**src/rtl/fetch_unit.sv**
```systemverilog
// Instruction-fetch stage: owns the PC, reads the instruction ROM and queues
// {instr, pc} for decode behind a valid/ready handshake. Redirects flush and reload.
module fetch_unit #(
  parameter logic [31:0] RESET_PC   = 32'h0000_0000,
  parameter int unsigned FIFO_DEPTH = 2,
  parameter int unsigned IMEM_WORDS = 64
) (
  input  logic        clk,
  input  logic        reset,
  output logic [31:0] imem_addr,
  input  logic [31:0] imem_rdata,
  input  logic        redirect_valid,
  input  logic [31:0] redirect_pc,
  output logic        instr_valid,
  input  logic        instr_ready,
  output logic [31:0] instr,
  output logic [31:0] instr_pc,
  output logic [31:0] instr_pcplus4,
  output logic        misalign_err,
  output logic        fetch_oob
);

  localparam int unsigned PTR_W = (FIFO_DEPTH > 1) ? $clog2(FIFO_DEPTH) : 1;
  localparam int unsigned CNT_W = PTR_W + 1;
  localparam logic [CNT_W-1:0] DEPTH_C  = CNT_W'(FIFO_DEPTH);
  localparam logic [29:0]      IMEM_LIM = 30'(IMEM_WORDS);

  typedef enum logic [0:0] {
    ST_RUN = 1'b0,
    ST_OOB = 1'b1
  } state_t;

  state_t           r_state;
  logic [31:0]      r_fetch_pc;
  logic [CNT_W-1:0] r_count;
  logic [PTR_W-1:0] r_rd_ptr;
  logic [PTR_W-1:0] r_wr_ptr;
  logic [31:0]      r_mem_instr [FIFO_DEPTH];
  logic [31:0]      r_mem_pc    [FIFO_DEPTH];
  logic [31:0]      r_instr;
  logic [31:0]      r_instr_pc;
  logic [31:0]      r_instr_pcplus4;
  logic             r_misalign;

  logic             w_inb;
  logic             w_pop;
  logic             w_push;
  logic             w_head_is_new;
  logic [PTR_W-1:0] w_next_rd;
  logic [CNT_W-1:0] w_next_count;

  // Handshake, push qualification and next-head selection.
  always_comb begin
    w_inb         = (r_fetch_pc[31:2] < IMEM_LIM);
    w_pop         = (r_count != {CNT_W{1'b0}}) & instr_ready;
    w_push        = (r_state == ST_RUN) & w_inb & ~redirect_valid &
                    ((r_count < DEPTH_C) | w_pop);
    w_next_rd     = w_pop ? (r_rd_ptr + PTR_W'(1'b1)) : r_rd_ptr;
    w_next_count  = r_count + CNT_W'(w_push) - CNT_W'(w_pop);
    // The entry being written this edge becomes the head when it lands at the new read slot.
    w_head_is_new = w_push & (w_next_rd == r_wr_ptr);
  end

  // Queue storage; contents are only visible through the head registers.
  always_ff @(posedge clk) begin
    if (!reset && w_push) begin
      r_mem_instr[r_wr_ptr] <= imem_rdata;
      r_mem_pc[r_wr_ptr]    <= r_fetch_pc;
    end
  end

  // PC, FSM, queue pointers, sticky flag and registered head outputs.
  always_ff @(posedge clk or posedge reset) begin
    if (reset) begin
      r_state         <= ST_RUN;
      r_fetch_pc      <= RESET_PC;
      r_count         <= {CNT_W{1'b0}};
      r_rd_ptr        <= {PTR_W{1'b0}};
      r_wr_ptr        <= {PTR_W{1'b0}};
      r_instr         <= 32'h0000_0000;
      r_instr_pc      <= 32'h0000_0000;
      r_instr_pcplus4 <= 32'h0000_0004;
      r_misalign      <= 1'b0;
    end else if (redirect_valid) begin
      r_state    <= ST_RUN;
      r_fetch_pc <= {redirect_pc[31:2], 2'b00};
      r_count    <= {CNT_W{1'b0}};
      r_rd_ptr   <= {PTR_W{1'b0}};
      r_wr_ptr   <= {PTR_W{1'b0}};
      if (redirect_pc[1:0] != 2'b00) begin
        r_misalign <= 1'b1;
      end
    end else begin
      if (w_push) begin
        r_fetch_pc <= r_fetch_pc + 32'd4;
        r_wr_ptr   <= r_wr_ptr + PTR_W'(1'b1);
      end
      r_rd_ptr <= w_next_rd;
      r_count  <= w_next_count;
      if ((r_state == ST_RUN) && !w_inb) begin
        r_state <= ST_OOB;
      end
      // Head holds its last value when the queue goes empty.
      if (w_next_count != {CNT_W{1'b0}}) begin
        if (w_head_is_new) begin
          r_instr         <= imem_rdata;
          r_instr_pc      <= r_fetch_pc;
          r_instr_pcplus4 <= r_fetch_pc + 32'd4;
        end else begin
          r_instr         <= r_mem_instr[w_next_rd];
          r_instr_pc      <= r_mem_pc[w_next_rd];
          r_instr_pcplus4 <= r_mem_pc[w_next_rd] + 32'd4;
        end
      end
    end
  end

  assign imem_addr     = r_fetch_pc;
  assign instr_valid   = (r_count != {CNT_W{1'b0}});
  assign instr         = r_instr;
  assign instr_pc      = r_instr_pc;
  assign instr_pcplus4 = r_instr_pcplus4;
  assign misalign_err  = r_misalign;
  assign fetch_oob     = (r_state == ST_OOB);

endmodule

```
**config.mk**
```make
export PLATFORM = sky130hd
export DESIGN_NAME = fetch_unit
export DESIGN_NICKNAME = d
export VERILOG_FILES = /design/src/rtl/fetch_unit.sv
export SDC_FILE = /design/constraint.sdc
export NUM_CORES = 1
export LEC_CHECK = 0
export ABC_AREA = 1
export BUFFER_PORTS_ARGS = -buffer_cell sky130_fd_sc_hd__buf_2
export CORE_ASPECT_RATIO = 0.9
export CORE_UTILIZATION = 50
export DETAILED_ROUTE_END_ITERATION = 6
export GPL_ROUTABILITY_DRIVEN = 0
export PLACE_DENSITY = 0.81
export RECOVER_POWER = 25
export SLEW_MARGIN = 10
export SYNTH_ARGS = -nofsm -noshare
export SYNTH_HDL_FRONTEND = slang
export SYNTH_SLANG_ARGS = --single-unit
```
**constraint.sdc**
```tcl
create_clock -name clk -period 6.2 [get_ports clk]
set_input_delay 0.31 -clock clk [delete_from_list [all_inputs] [get_ports clk]]
set_output_delay 0.31 -clock clk [all_outputs]
set_load 0.05 [all_outputs]
```
==> metrics.md <==
| Metric | Value |
|---|---|
| Max incr delay on CP | `1.06 ns` |
| R2R setup slack | `about 2.1 ns` |
| Clock Sinks | `about 250` |
| Yosys warnings | `0` |
| Worst path required time | `between 6 and 7 ns` |
| Hold Vio Cnt, Final | `0` |
| Fmax | `241 MHz` |
| DP Cell Count | `about 1600` |
| Std-Cell Rows | `51` |
| Post-DP HPWL | `18.3 mm` |
| Number of port buffers | `approximately 190` |
| Max_cap viols | `1` |
| NumNets Final | `between 1000 and 1500` |
| GRT Residual Overflow | `0` |
| Status | `complete, but fails checks` |
| CTS H-tree lvls | `1` |
| Max-slew violations | `42` |
| R2R Path Start | `imem_addr[27]$_DFFE_PP0P_` |
| Reg2reg end | `instr_pcplus4[2]$_DFFE_PP1P_` |
| Cell family with most CP delay | `buffers and inverters` |
| Setup TNS | `0 ns` |
| Final Cycle Share | `0.670` |
| Worst-case reg-to-reg path depth | `17` |
| Root buffer cell | `clkbuf_16` |
| CTS max path bufs | `3` |
| Crit path to | `instr_pcplus4[2]$_DFFE_PP1P_` |
| Critical path class | `in -> reg` |
| Worst-path clk slew | `0.06 ns` |
| Worst VDD drop | `0.000199 V` |
| Cells along the critical path | `clkbuf_1 -> inv_1 -> nand3_2 -> ha_1 -> inv_1 -> ha_1 -> inv_1 -> nor2_1 -> nor2_4 -> buf_4 -> a21oi_1 -> o21ai_0 -> o21a_1` |
| PwrDens | `271 mW/mm2` |
| Crit path from | `redirect_valid` |
| Vias in the first global route | `roughly 8500` |
| I/O pin cnt | `around 200` |
| Pin count of the biggest net entering global routing | `123` |
| DR pass1 iterations | `6` |
| Filler instances | `1791` |
| First-pass GRT wire length | `43.9 mm` |
| Critical path buffers and inverters | `5` |
| Worst Tran Pin Value | `2.00 ns` |
| Final wirelength | `28.0 mm` |
| Post-synth top area cell | `edfxtp_1` |
| Initial antenna violation count | `0` |
| Register area | `0.00693 mm2` |
| Failing checks | `max-capacitance violations, max-slew violations` |
| Share of layout cells above drive strength 1 | `0.198` |
| Synth area leaders | `edfxtp_1 34%, dfrtp_1 29%, nand2_1 9.6%` |
| Levels on crit path | `13` |
| Post-synth EDFFs | `~120` |
| Total core area | `0.0217 mm2` |
| Netlist cell types | `44` |
| DIE AREA | `0.0228 mm2` |
| CTS tree | `yes` |
| Die Width | `~160 um` |
| Final setup vio count | `0` |
| CTS Buf Count | `26` |
| Vias/cell | `roughly 5.3` |
| Crit path DAT | `4.62 ns` |
| Setup ws final | `2.05 ns` |
| DIE HEIGHT | `143 um` |
| Worst path slowest cell | `clkbuf_1` |
| Sequential area share after synthesis | `0.625` |
| Post-layout minimum cycle time | `a little over 4 ns` |
| Synth Register Bits | `around 250` |
| Netlist Area Pre-Place | `0.0111 mm2` |
| Number of non-filler instances in the completed layout | `1668` |
| Async S/R FF share, synth | `0.508` |
| Most frequent cells in the layout | `284 x nand2_1, 158 x buf_2, 127 x dfrtp_1, 124 x edfxtp_1, 121 x o21ai_0` |
| CTS-repair resized insts | `0` |
| Clk_skew | `0.0125 ns` |
| Crit start category | `primary input` |
| RSZ-0062 raised after global routing | `no` |
| Via Count | `8843` |
| Layout area overhead | `22.2%` |
| Commonest non-fill, non-tap cell in the layout | `nand2_1` |
| Worst skew pair latency | `between 0.5 and 0.6 ns` |
| CP endpoint kind | `flip-flop` |
| Hold Path Class | `in -> reg` |
| # Post-CTS Setup Buffers | `0` |
| # hold bufs at CTS | `between 50 and 60` |
| WL/cell | `16.8 um` |
| Most frequent CP cell | `inv_1` |
| LEAKAGE | `6.26 nW` |
| Ant diodes | `0` |
| Initial DRC Count | `808` |
| Global Route Usage Sum | `0.245` |
| Setup Slack @ Placement | `just under 2 ns` |
| Post-Syn Area per Cell | `9.80 um2` |
| Cells after Synth | `approximately 1100` |
| Maximum fanout along the worst path | `122` |
| Antenna Violating Nets Remaining | `0` |
| Area of the multi-input gates | `0.00357 mm2` |
| Initial Utilization | `0.511` |
| Top_reg_cell synth | `dfrtp_1` |
| Post-synth top area share | `0.336` |
| Max-Slew Margin vs Limit | `-0.340` |
| # DRC | `0` |
## metrics by stage
| step | power [mW] | utilization | hold WS (ns) | area [um2] |
|---|---|---|---|---|
| 5_1_grt | 3.78 | 0.625 | 0.0138 | 13600 |
| 2_1_floorplan | 1.96 | - | 0.409 | 11100 |
| 6_report | 3.68 | 0.625 | 0.0118 | 13600 |
| 4_1_cts | 3.70 | 0.627 | 0.00212 | 13600 |
| 3_5_place_dp | 2.03 | 0.561 | 0.453 | 12200 |
| 3_3_place_gp | 2.02 | 0.561 | 0.443 | 12200 |
## worst register-to-register path, stage by stage, from the launching register on
cell	delay, ns
dfrtp_1	0.40
inv_1	0.09
nand4_1	0.10
nor2_1	0.16
nand2_1	0.09
nor2_1	0.19
nand3_2	0.17
ha_1	0.33
inv_1	0.04
ha_1	0.17
or2_1	0.23
nand3_1	0.07
inv_1	0.09
nor2_4	0.40
buf_4	0.93
a21oi_1	0.19
o21ai_0	0.21
o21a_1	0.17
## routing by layer
layer,track usage,routed length [um],vias to the layer above
li1,-,-,4202
met1,0.334,12100,4223
met2,0.397,13000,364
met3,0.0525,2230,54
met4,0.0724,683,0
met5,0,0,-
## worst min-delay path by stage
stage / from / endpoint / slack (ns) / cells past startpoint
2_1_floorplan: imem_rdata[0] / r_mem_instr[0][0]$_DFFE_PP_ / 0.41 / 0
3_5_place_dp: reset / misalign_err$_DFFE_PP0P_ / 0.45 / 2
3_3_place_gp: reset / misalign_err$_DFFE_PP0P_ / 0.44 / 2
6_report: redirect_pc[8] / imem_addr[8]$_DFFE_PP0P_ / 0.01 / 3
5_1_grt: redirect_pc[8] / imem_addr[8]$_DFFE_PP0P_ / 0.01 / 3
4_1_cts: redirect_pc[6] / imem_addr[6]$_DFFE_PP0P_ / 0.002 / 3
## cells by family after synthesis
| family | after synthesis | synth area share |
|---|---|---|
| buf+inv | 137 | 0.0572 |
| other cells | 1 | 0.000338 |
| simple gates | 526 | 0.207 |
| xor+xnor | 8 | 0.00632 |
| fa+ha+maj | 4 | 0.00451 |
| compound gates | 204 | 0.100 |
| flops | 252 | 0.625 |
## layout make-up
type | instances | area share
clock buffers | 33 | 0.0521
clock inverters | 15 | 0.0156
inverters | 78 | 0.0217
multi-input cells | 748 | 0.263
flip-flops and latches | 252 | 0.511
well taps | 291 | 0.0269
repair buffers | 251 | 0.110
## power breakdown
group	internal, mW	switching [mW]	leakage, nW	total, mW
clock	1.02	0.643	0.453	1.66
sequential	1.78	0.0241	2.84	1.81
combinational	0.0611	0.153	2.96	0.214
## registers in the layout, indices dropped and copies added (netlist names)
| register | count |
|---|---|
| r_mem_instr | 64 |
| r_mem_pc | 60 |
| instr | 32 |
| imem_addr | 30 |
| instr_pc | 30 |
| instr_pcplus4 | 30 |
| r_count | 2 |
| fetch_oob | 1 |
| misalign_err | 1 |
| r_rd_ptr | 1 |
| r_wr_ptr | 1 |
## cell usage after synthesis (all sizes together) (6+ instances only)
| library cell | number |
|---|---|
| xor2 | 8 |
| inv | 77 |
| clkbuf | 25 |
| nand2 | 312 |
| o31ai | 7 |
| nand3 | 59 |
| nand4 | 6 |
| a21oi | 20 |
| o211ai | 12 |
| buf | 34 |
| dfrtp | 127 |
| edfxtp | 124 |
| o21ai | 155 |
| nor2 | 141 |
(Power assumes the default switching activity.)
